[src/rtl/isqrt_pipe.sv]
// -----------------------------------------------------------------------------
// isqrt_pipe
//   Fully pipelined integer square root. One radicand enters per enabled
//   cycle and one root bit is retired per stage. The design produces an
//   exact remainder and, optionally, fractional root bits.
//
//   The root is floor(sqrt(x * 4^FRAC_OUT)). The remainder is
//   x * 4^FRAC_OUT - root^2.
//
// Parameters
//   WIDTH    : radicand width. Must be even and at least 4.
//   FRAC_OUT : number of fractional root bits, 0..WIDTH/2.
//   SIGNED   : 1 = x is two's complement; negative inputs raise err.
//   TAG_W    : width of the sideband tag.
//   RW       : root width, which is also the pipeline depth.
//   RMW      : remainder width.
//
// Ports
//   clk       : rising-edge clock
//   rst_n     : asynchronous active-low reset; clears every valid bit
//   ce        : pipeline enable; 0 freezes every stage
//   in_valid  : x/in_tag are sampled when ce=1 and in_valid=1
//   x         : radicand
//   in_tag    : sideband returned with the result
//   out_valid : root/rem/err/out_tag carry a result
//   root      : integer square root, UQ(WIDTH/2).(FRAC_OUT)
//   rem       : exact remainder, 0..2*root
//   err       : the radicand was negative (SIGNED=1 only)
//   out_tag   : tag of the presented result
// -----------------------------------------------------------------------------
module isqrt_pipe #(
  parameter int WIDTH    = 32,
  parameter int FRAC_OUT = 0,
  parameter int SIGNED   = 0,
  parameter int TAG_W    = 8,
  localparam int RW      = WIDTH / 2 + FRAC_OUT,
  localparam int RMW     = RW + 1
) (
  input  logic             clk,
  input  logic             rst_n,
  input  logic             ce,
  input  logic             in_valid,
  input  logic [WIDTH-1:0] x,
  input  logic [TAG_W-1:0] in_tag,
  output logic             out_valid,
  output logic [RW-1:0]    root,
  output logic [RMW-1:0]   rem,
  output logic             err,
  output logic [TAG_W-1:0] out_tag
);

  // Width of the radicand once it is scaled for the fractional bits.
  localparam int XW = WIDTH + 2 * FRAC_OUT;

  // Stage 0 is the capture register. Stage RW drives the outputs.
  logic             vld_q  [0:RW];
  logic [TAG_W-1:0] tag_q  [0:RW];
  logic             err_q  [0:RW];
  logic [RMW-1:0]   rem_q  [0:RW];
  logic [RW-1:0]    root_q [0:RW];
  // Unconsumed radicand bits. They are left-aligned and shift up by 2
  // at each stage.
  logic [XW-1:0]    r_q    [0:RW-1];

  logic [RMW-1:0]   rem_d  [1:RW];
  logic [RW-1:0]    root_d [1:RW];

  logic             neg;
  logic [XW-1:0]    r0_d;

  logic [RMW+1:0]   cat_c;
  logic [RMW:0]     trial_c;
  logic [RMW-1:0]   diff_c;
  logic             ge_c;

  // A negative radicand is flagged and fed through as zero. The result
  // is therefore root=0, rem=0.
  assign neg  = (SIGNED != 0) && x[WIDTH-1];
  assign r0_d = neg ? '0 : (XW'(x) << (2 * FRAC_OUT));

  // Digit recurrence, one root bit per stage. The comparison is done at
  // full width, so it acts as the sign test of the trial subtraction.
  // Both surviving remainders fit in RMW bits, because rem <= 2*root
  // holds after every stage. Only the low RMW bits of the difference
  // are kept.
  always_comb begin
    cat_c   = '0;
    trial_c = '0;
    diff_c  = '0;
    ge_c    = 1'b0;
    for (int i = 1; i <= RW; i++) begin
      rem_d[i]  = '0;
      root_d[i] = '0;
    end
    for (int i = 1; i <= RW; i++) begin
      cat_c     = {rem_q[i-1], r_q[i-1][XW-1 -: 2]};
      trial_c   = {root_q[i-1], 2'b01};
      ge_c      = (cat_c >= {1'b0, trial_c});
      diff_c    = cat_c[RMW-1:0] - trial_c[RMW-1:0];
      rem_d[i]  = ge_c ? diff_c : cat_c[RMW-1:0];
      root_d[i] = {root_q[i-1][RW-2:0], ge_c};
    end
  end

  // Valid chain: the only state that is reset.
  always_ff @(posedge clk or negedge rst_n) begin
    if (!rst_n) begin
      for (int i = 0; i <= RW; i++) vld_q[i] <= 1'b0;
    end else if (ce) begin
      vld_q[0] <= in_valid;
      for (int i = 1; i <= RW; i++) vld_q[i] <= vld_q[i-1];
    end
  end

  // Datapath registers. Data in bubbles is don't-care. The output
  // gating below hides it.
  always_ff @(posedge clk) begin
    if (ce) begin
      tag_q[0]  <= in_tag;
      err_q[0]  <= neg;
      rem_q[0]  <= '0;
      root_q[0] <= '0;
      r_q[0]    <= r0_d;
      for (int i = 1; i <= RW; i++) begin
        tag_q[i]  <= tag_q[i-1];
        err_q[i]  <= err_q[i-1];
        rem_q[i]  <= rem_d[i];
        root_q[i] <= root_d[i];
      end
      for (int i = 1; i < RW; i++) begin
        r_q[i] <= {r_q[i-1][XW-3:0], 2'b00};
      end
    end
  end

  // Outputs are zero whenever no result is presented. This also holds
  // while reset is asserted.
  assign out_valid = vld_q[RW];
  assign root      = vld_q[RW] ? root_q[RW] : '0;
  assign rem       = vld_q[RW] ? rem_q[RW]  : '0;
  assign err       = vld_q[RW] ? err_q[RW]  : 1'b0;
  assign out_tag   = vld_q[RW] ? tag_q[RW]  : '0;

endmodule
[config.mk]
export PLATFORM = sky130hd
export DESIGN_NAME = isqrt_pipe
export DESIGN_NICKNAME = d
export VERILOG_FILES = /design/src/rtl/isqrt_pipe.sv
export SDC_FILE = /design/constraint.sdc
export NUM_CORES = 1
export LEC_CHECK = 0
export BUFFER_PORTS_ARGS = -buffer_cell sky130_fd_sc_hd__buf_2
export CAP_MARGIN = 0
export CORE_UTILIZATION = 55
export CTS_CLUSTER_SIZE = 8
export DETAILED_ROUTE_END_ITERATION = 7
export PLACE_DENSITY = 0.74
export SLEW_MARGIN = 20
export SYNTH_ARGS = -nofsm -noshare
export SYNTH_HDL_FRONTEND = slang
export SYNTH_SLANG_ARGS = --single-unit
export TNS_END_PERCENT = 10
[constraint.sdc]
create_clock -name clk -period 2.7 [get_ports clk]
set_input_delay 0.135 -clock clk [delete_from_list [all_inputs] [get_ports clk]]
set_output_delay 0.135 -clock clk [all_outputs]
set_load 0.1 [all_outputs]
==> summary.md, run 1 <==
| Metric | Value |
|---|---|
| Share of synthesized area occupied by flip-flops and latches | 0.693 |
| Layout area overhead | 16.9% |
| Initial DRC Count | 1269 |
| Critical path origin | rem_q[1][34] |
| First-pass GRT wire length | 101000 um |
| Static Leak | 0.0157 uW |
| Clock transition at path regs | 50 ps |
| Compound-Gate Fraction of Synth Area | 0.0783 |
| VDD IR max | 697 uV |
| Largest net degree at the start of global routing | 77 |
| Core Region | 0.0632 sq mm |
| Final Hold Vio Count | 0 |
| Worst min path class | input pin to register |
| Min Hold Slack | 154 ps |
| Starting Density | 0.557 |
| Largest family of logic cells by synthesized area | simple AND/OR/NAND/NOR gates |
| Detailed-route wire length per cell | 17.1 um |
| Max-Cap Viols | 0 |
| Row count | 92 |
| Min-delay src | x[23] |
| CP max stage cell | or4_1 |
| WL final | 62600 um |
| Minimum clock period | 2690 ps |
| Clk sink count | 815 |
| Adder-Cell Fraction of Synth Area | 0.0547 |
| Largest stage delay on the critical path | 510 ps |
| Finished Core Util | 0.651 |
| Clock buffer depth | 3 |
| CP max FO | 4 |
| Clk_skew | 47.0 ps |
| Synth Flop Type | edfxtp_1 |
| PwrDens | 856 mW/mm^2 |
| Post-layout net count | 2982 |
| Final setup violation count | 0 |
| Critical Path, Cell by Cell | ha_2 > nand3_1 > or3_1 > o211ai_2 > nor2_1 > or4_1 > nor2_1 > xor2_1 |
| Post-synth EDFFs | 798 |
| Most common cell after layout, fill and taps aside | edfxtp_1 |
| DR DRC count | 0 |
| Post-synth cell types | 74 |
| Post-DRT Antenna Nets | 0 |
| Data required, critical path | 3100 ps |
| Root buffer cell | clkbuf_16 |
| Die width | 255 um |
| GP Congestion | 0.925 |
| Synth Area per Inst | 14.1 sq um |
| Critical path class | register to register |
| Synth warn | 0 |
| Xor/xnor share of the synthesized area | 0.0423 |
| H-tree depth | 3 |
| Cell mode on critical path | nor2_1 |
| Cts bufs inserted | 112 |
| Post-synth top area share | 0.680 |
| CP Capture Type | register |
| Yosys reg bits | 815 |
| FF-to-FF Start | rem_q[1][34] |
| Worst slew pin tran | 741 ps |
| Die area | 0.0650 sq mm |
| Outcome | finished clean |
| Vias in the first global route | 20800 |
| Post-synth ARST share | 0.0209 |
| Die Y | 255 um |
| R2R Setup Slk | 6 ps |
| Startpoint types | register |
| Synth area leader | edfxtp_1 |
| RSZ-0062 raised after global routing | true |
| Worst EP arrival | 3100 ps |
| Total track usage | 0.193 |
| Initial antenna violation count | 0 |
| Drt pass-1 iters | 6 |
| Area contributors post-synth | edfxtp_1 68%, ha_1 5.5%, xnor2_1 2.4% |
| Most frequent cells in the layout | 798 x edfxtp_1, 184 x inv_1, 174 x nand2_1, 149 x ha_1, 130 x nor2_1 |
| Final period utilization | 0.998 |
| Post-synthesis cell area | 0.0352 sq mm |
| Post-synthesis mux area share | 0.0196 |
| Vias post-DR | 20200 |
| Simple-Gate Fraction of Synth Area | 0.0858 |
| Synth Instances | 2490 |
| CTS tree | built |
| Fin. max-slew vios | 0 |
| Setup TNS | 0 ps |
| Final HPWL from detailed placement | 39500 um |
| Max Clk Rate | 0.371 GHz |
| Share of layout cells above drive strength 1 | 0.140 |
| Overflow after GRT | 0 |
| I/O pins | 87 |
| N_diodes | 0 |
| Clock Latency Late Sink | 660 ps |
| Slew headroom | 0.506 |
| Port buffer count | 85 |
| Vias per cell | 5.54 |
## logic make-up after synthesis
| kind of cell | after synthesis |
|---|---|
| AO/OA/AOI/OAI | 438 |
| XOR/XNOR | 170 |
| adder cells (fa/ha/maj) | 154 |
| buffers and inverters | 241 |
| flip-flops | 815 |
| multiplexers | 63 |
| other | 1 |
| AND/OR/NAND/NOR | 608 |
## per-layer routing
layer / global-route usage / part of all wire / wire [um]
met2: 0.348 / 0.52 / 32600
met1: 0.230 / 0.41 / 25700
met4: 0.0710 / 0.028 / 1750
met5: 0 / 0 / 0
met3: 0.0351 / 0.040 / 2500
## worst paths after layout
kind / to / cells past startpoint
max in group asynchronous: vld_q[12] / 3
setup reg to reg: rem_q[1][64] / 8
setup / recovery: rem_q[1][64] / 8
hold reg to reg: r_q[1][94] / 0
min in group asynchronous: vld_q[1] / 3
hold / removal: r_q[0][23] / 2
## repair_timing
action                                  4_1_cts  5_1_grt
endpoints found under the setup margin        6       78
gates resized for setup                       3       37
pin swaps                                     0       10
hold endpoints to repair                     99        0
cloned                                        0        1
buffers inserted                              0        2
hold buffers                                 44        0
## critical path: cells and delay by family (launching register included)
kind	cells	cell delay, ps
xor gates and xnor gates	1	90
AOI/OAI and AO/OA	1	220
adders and majority gates	1	400
and+or+nand+nor	5	1310
DFF	1	420
## flip-flops by register name, summed over array words and instances (netlist names)
signal     flops
tag_q        136
out_valid      1
root_q       136
vld_q         16
rem_q        254
r_q          272
## per-stage QoR
step                setup slack, ps  cells  total power, uW  cell area (sq um)
CTS                           0.194   3650            35400              40900
global route                  -84.1   3653            36700              41200
detailed placement             -153   3469            22800              37400
floorplan                      15.3   2491            21100              35200
finish                         5.56   3653            35200              41200
global placement               -102   3469            22500              37400
## Yosys cell counts, types with 4 or more instances
| cell | instances |
|---|---|
| a211oi_1 | 14 |
| a21boi_0 | 6 |
| a21boi_1 | 5 |
| a21o_1 | 45 |
| a21oi_1 | 90 |
| a311oi_1 | 4 |
| a31oi_1 | 16 |
| and2_1 | 54 |
| and3_1 | 11 |
| buf_2 | 14 |
| clkbuf_1 | 26 |
| dfrtp_1 | 17 |
| edfxtp_1 | 798 |
| ha_1 | 154 |
| inv_1 | 184 |
| inv_2 | 11 |
| mux2_1 | 19 |
| mux2_2 | 28 |
| mux2i_1 | 16 |
| nand2_1 | 174 |
| nand2b_1 | 20 |
| nand3_1 | 28 |
| nand3b_1 | 14 |
| nand4_1 | 19 |
| nor2_1 | 131 |
| nor2b_1 | 17 |
| nor3_1 | 51 |
| nor3b_1 | 6 |
| nor4_1 | 30 |
| o211ai_1 | 9 |
| o21a_1 | 43 |
| o21ai_0 | 53 |
| o21ai_1 | 86 |
| o21bai_1 | 5 |
| o31a_1 | 4 |
| o31ai_1 | 25 |
| o41ai_1 | 7 |
| or2_2 | 6 |
| or3_1 | 20 |
| or4_1 | 10 |
| xnor2_1 | 98 |
| xor2_1 | 72 |
## report_power, final
part | leakage [uW] | internal [uW] | switching [uW]
Clock | 0.00148 | 7390 | 5010
Sequential | 0.00787 | 15600 | 660
Combinational | 0.00640 | 2310 | 4270
Total | 0.0157 | 25300 | 9940
## layout make-up
type | instances | area (sq um)
well taps | 846 | 1060
repair buffers | 225 | 1810
fillers | 4329 | 22000
clock inverters | 9 | 200
flip-flops and latches | 815 | 24400
inverters | 195 | 732
multi-input cells | 1435 | 10100
clock buffers | 128 | 2860
Power figures use the tool's default switching activity.
==> run 2, diff against run 1 <==
SETUP_SLACK_MARGIN = 0.1   (was unset)
==> summary.md, run 2 (synthesized netlist as in run 1, its figures left out) <==
| Metric | Value |
|---|---|
| Die area | 0.0650 sq mm |
| Layout area overhead | 18.0% |
| Max-Cap Viols | 0 |
| Setup TNS | 0 ps |
| Largest registers | r_q (272), rem_q (254) |
| Outcome | finished clean |
| Drt pass-1 iters | 5 |
| Most frequent cells in the layout | 798 x edfxtp_1, 179 x inv_1, 174 x nand2_1, 135 x ha_1, 130 x nor2_1 |
| Worst EP arrival | 3020 ps |
| DR DRC count | 0 |
| CP max FO | 18 |
| Worst slew pin tran | 706 ps |
| Startpoint types | register |
| Routed length on met3 | 2500 um |
| Port buffer count | 85 |
| Min Hold Slack | 166 ps |
| Overflow after GRT | 0 |
| CP max stage cell | edfxtp_1 |
| Final HPWL from detailed placement | 40500 um |
| Placed cells | 3467 |
| Fin. max-slew vios | 0 |
| Post-DRT Antenna Nets | 0 |
| PwrDens | 849 mW/mm^2 |
| VDD IR max | 771 uV |
| Met2 WL post-DR | 33400 um |
| Placed cell area | 0.0375 sq mm |
| Initial DRC Count | 1364 |
| Final setup violation count | 0 |
| Post-route cell area | 0.0416 sq mm |
| Cts bufs inserted | 112 |
| GP Congestion | 0.924 |
| Sw Pwr | 9970 uW |
| Crit path buffers/inverters | 1 |
| Data required, critical path | 3090 ps |
| Static Leak | 0.0158 uW |
| Internal power | 25300 uW |
| Clock buffer depth | 3 |
| Slew headroom | 0.528 |
| Vias in the first global route | 20600 |
| Number of standard cells in the final layout excluding fillers | 3653 |
| Clk_skew | 35.3 ps |
| Register share of total power | 0.461 |
| H-tree depth | 3 |
| Vias per cell | 5.52 |
| WL final | 64400 um |
| Clock transition at path regs | 50 ps |
| Clock Latency Late Sink | 680 ps |
| Row count | 92 |
| I/O pins | 87 |
| Core Region | 0.0632 sq mm |
| Largest net degree at the start of global routing | 94 |
| Clock power frac | 0.349 |
| CP delay by family, top | simple AND/OR/NAND/NOR gates |
| Most common cell after layout, fill and taps aside | edfxtp_1 |
| Largest stage delay on the critical path | 430 ps |
| M1 WL | 26800 um |
| Pwr Total | 35300 uW |
| CP Capture Type | register |
| Total track usage | 0.198 |
| Post-layout net count | 2991 |
| Die Y | 255 um |
| Reg with most FFs | r_q |
| Critical path class | register to register |
| Final period utilization | 0.975 |
| Initial antenna violation count | 0 |
| Die width | 255 um |
| Final Hold Vio Count | 0 |
| Vias post-DR | 20200 |
| Clk sink count | 815 |
| Root buffer cell | clkbuf_16 |
| Top layer in use | met4 |
| Combinational group share of total power | 0.190 |
| CTS tree | built |
| Minimum clock period | 2630 ps |
| Critical Path, Cell by Cell | ha_4 > nor3_1 > nand3_2 > a41oi_2 > o21ai_2 > o211ai_1 > and3_1 > buf_12 > mux2_1 |
| N_diodes | 0 |
| Max Clk Rate | 0.380 GHz |
| Detailed-route wire length per cell | 17.6 um |
| Switch share | 0.283 |
| Starting Density | 0.557 |
| Max reg flops | 272 |
| Share of layout cells above drive strength 1 | 0.159 |
| Worst min path class | input pin to register |
| RSZ-0062 raised after global routing | true |
| First-pass GRT wire length | 102000 um |
## run 2: cell count changes in the layout (fill, tap and decap cells not counted), moves of 4 or more
cell | previous run | this run
clkbuf_1 | 16 | 9
buf_4 | 79 | 84
buf_12 | 15 | 19
nor3_2 | 2 | 6
ha_1 | 149 | 135
inv_1 | 184 | 179
o21ai_2 | 2 | 6
ha_4 | 1 | 14
inv_2 | 11 | 16
nor3_1 | 50 | 46
## run 2: cell type report
type | instances | area (sq um)
clock buffer | 121 | 2840
clock inverter | 7 | 175
inverter | 195 | 732
tap | 846 | 1060
timing repair buffer | 234 | 1910
fill | 4204 | 21600
sequential | 815 | 24400
multi-input combinational | 1435 | 10500
## run 2: what timing repair did
action | CTS | global route
hold buffers | 44 | 0
pin swaps | 1 | 22
gates resized for setup | 6 | 90
setup buffers | 0 | 14
hold endpoints to repair | 95 | 0
setup endpoints to repair | 38 | 146
## run 2: routing by layer
metal,track usage,vias to the layer above
li1,-,9785
met1,0.239,9753
met2,0.356,480
met3,0.0353,137
met4,0.0700,0
met5,0,-
## run 2: power by group through the flow
stage,Combinational (uW),Clock [uW],Sequential (uW)
finish,6700,12300,16300
global route,7250,13100,16400
CTS,6480,12500,16300
detailed placement,6360,0,16500
global placement,6200,0,16400
floorplan,4820,0,16200
## run 2: worst register-to-register path, cell delays in order, from the launching register on
cell      delay, ps
edfxtp_1        430
ha_4            200
nor3_1          330
nand3_2         150
a41oi_2         280
o21ai_2          90
o211ai_1        140
and3_1          210
buf_12          180
mux2_1          360
## run 2: final timing paths
check | slack, ps | cells after the start | start | endpoint
hold reg to reg | 400 | 0 | tag_q[0][104] | tag_q[0][112]
hold / removal | 170 | 2 | x[17] | r_q[0][17]
max in group asynchronous | 1620 | 3 | rst_n | vld_q[9]
setup / recovery | 70 | 9 | rem_q[3][53] | rem_q[4][5]
min in group asynchronous | 630 | 3 | rst_n | vld_q[2]
setup reg to reg | 70 | 9 | rem_q[3][53] | rem_q[4][5]
## run 2: per-stage QoR
stage                      util  worst slack (ps)
after global routing      0.658             -52.0
after detailed placement  0.593              12.6
after global placement    0.593              32.4
after floorplan               -              50.2
after CTS                 0.648              28.5
final                     0.658              67.3
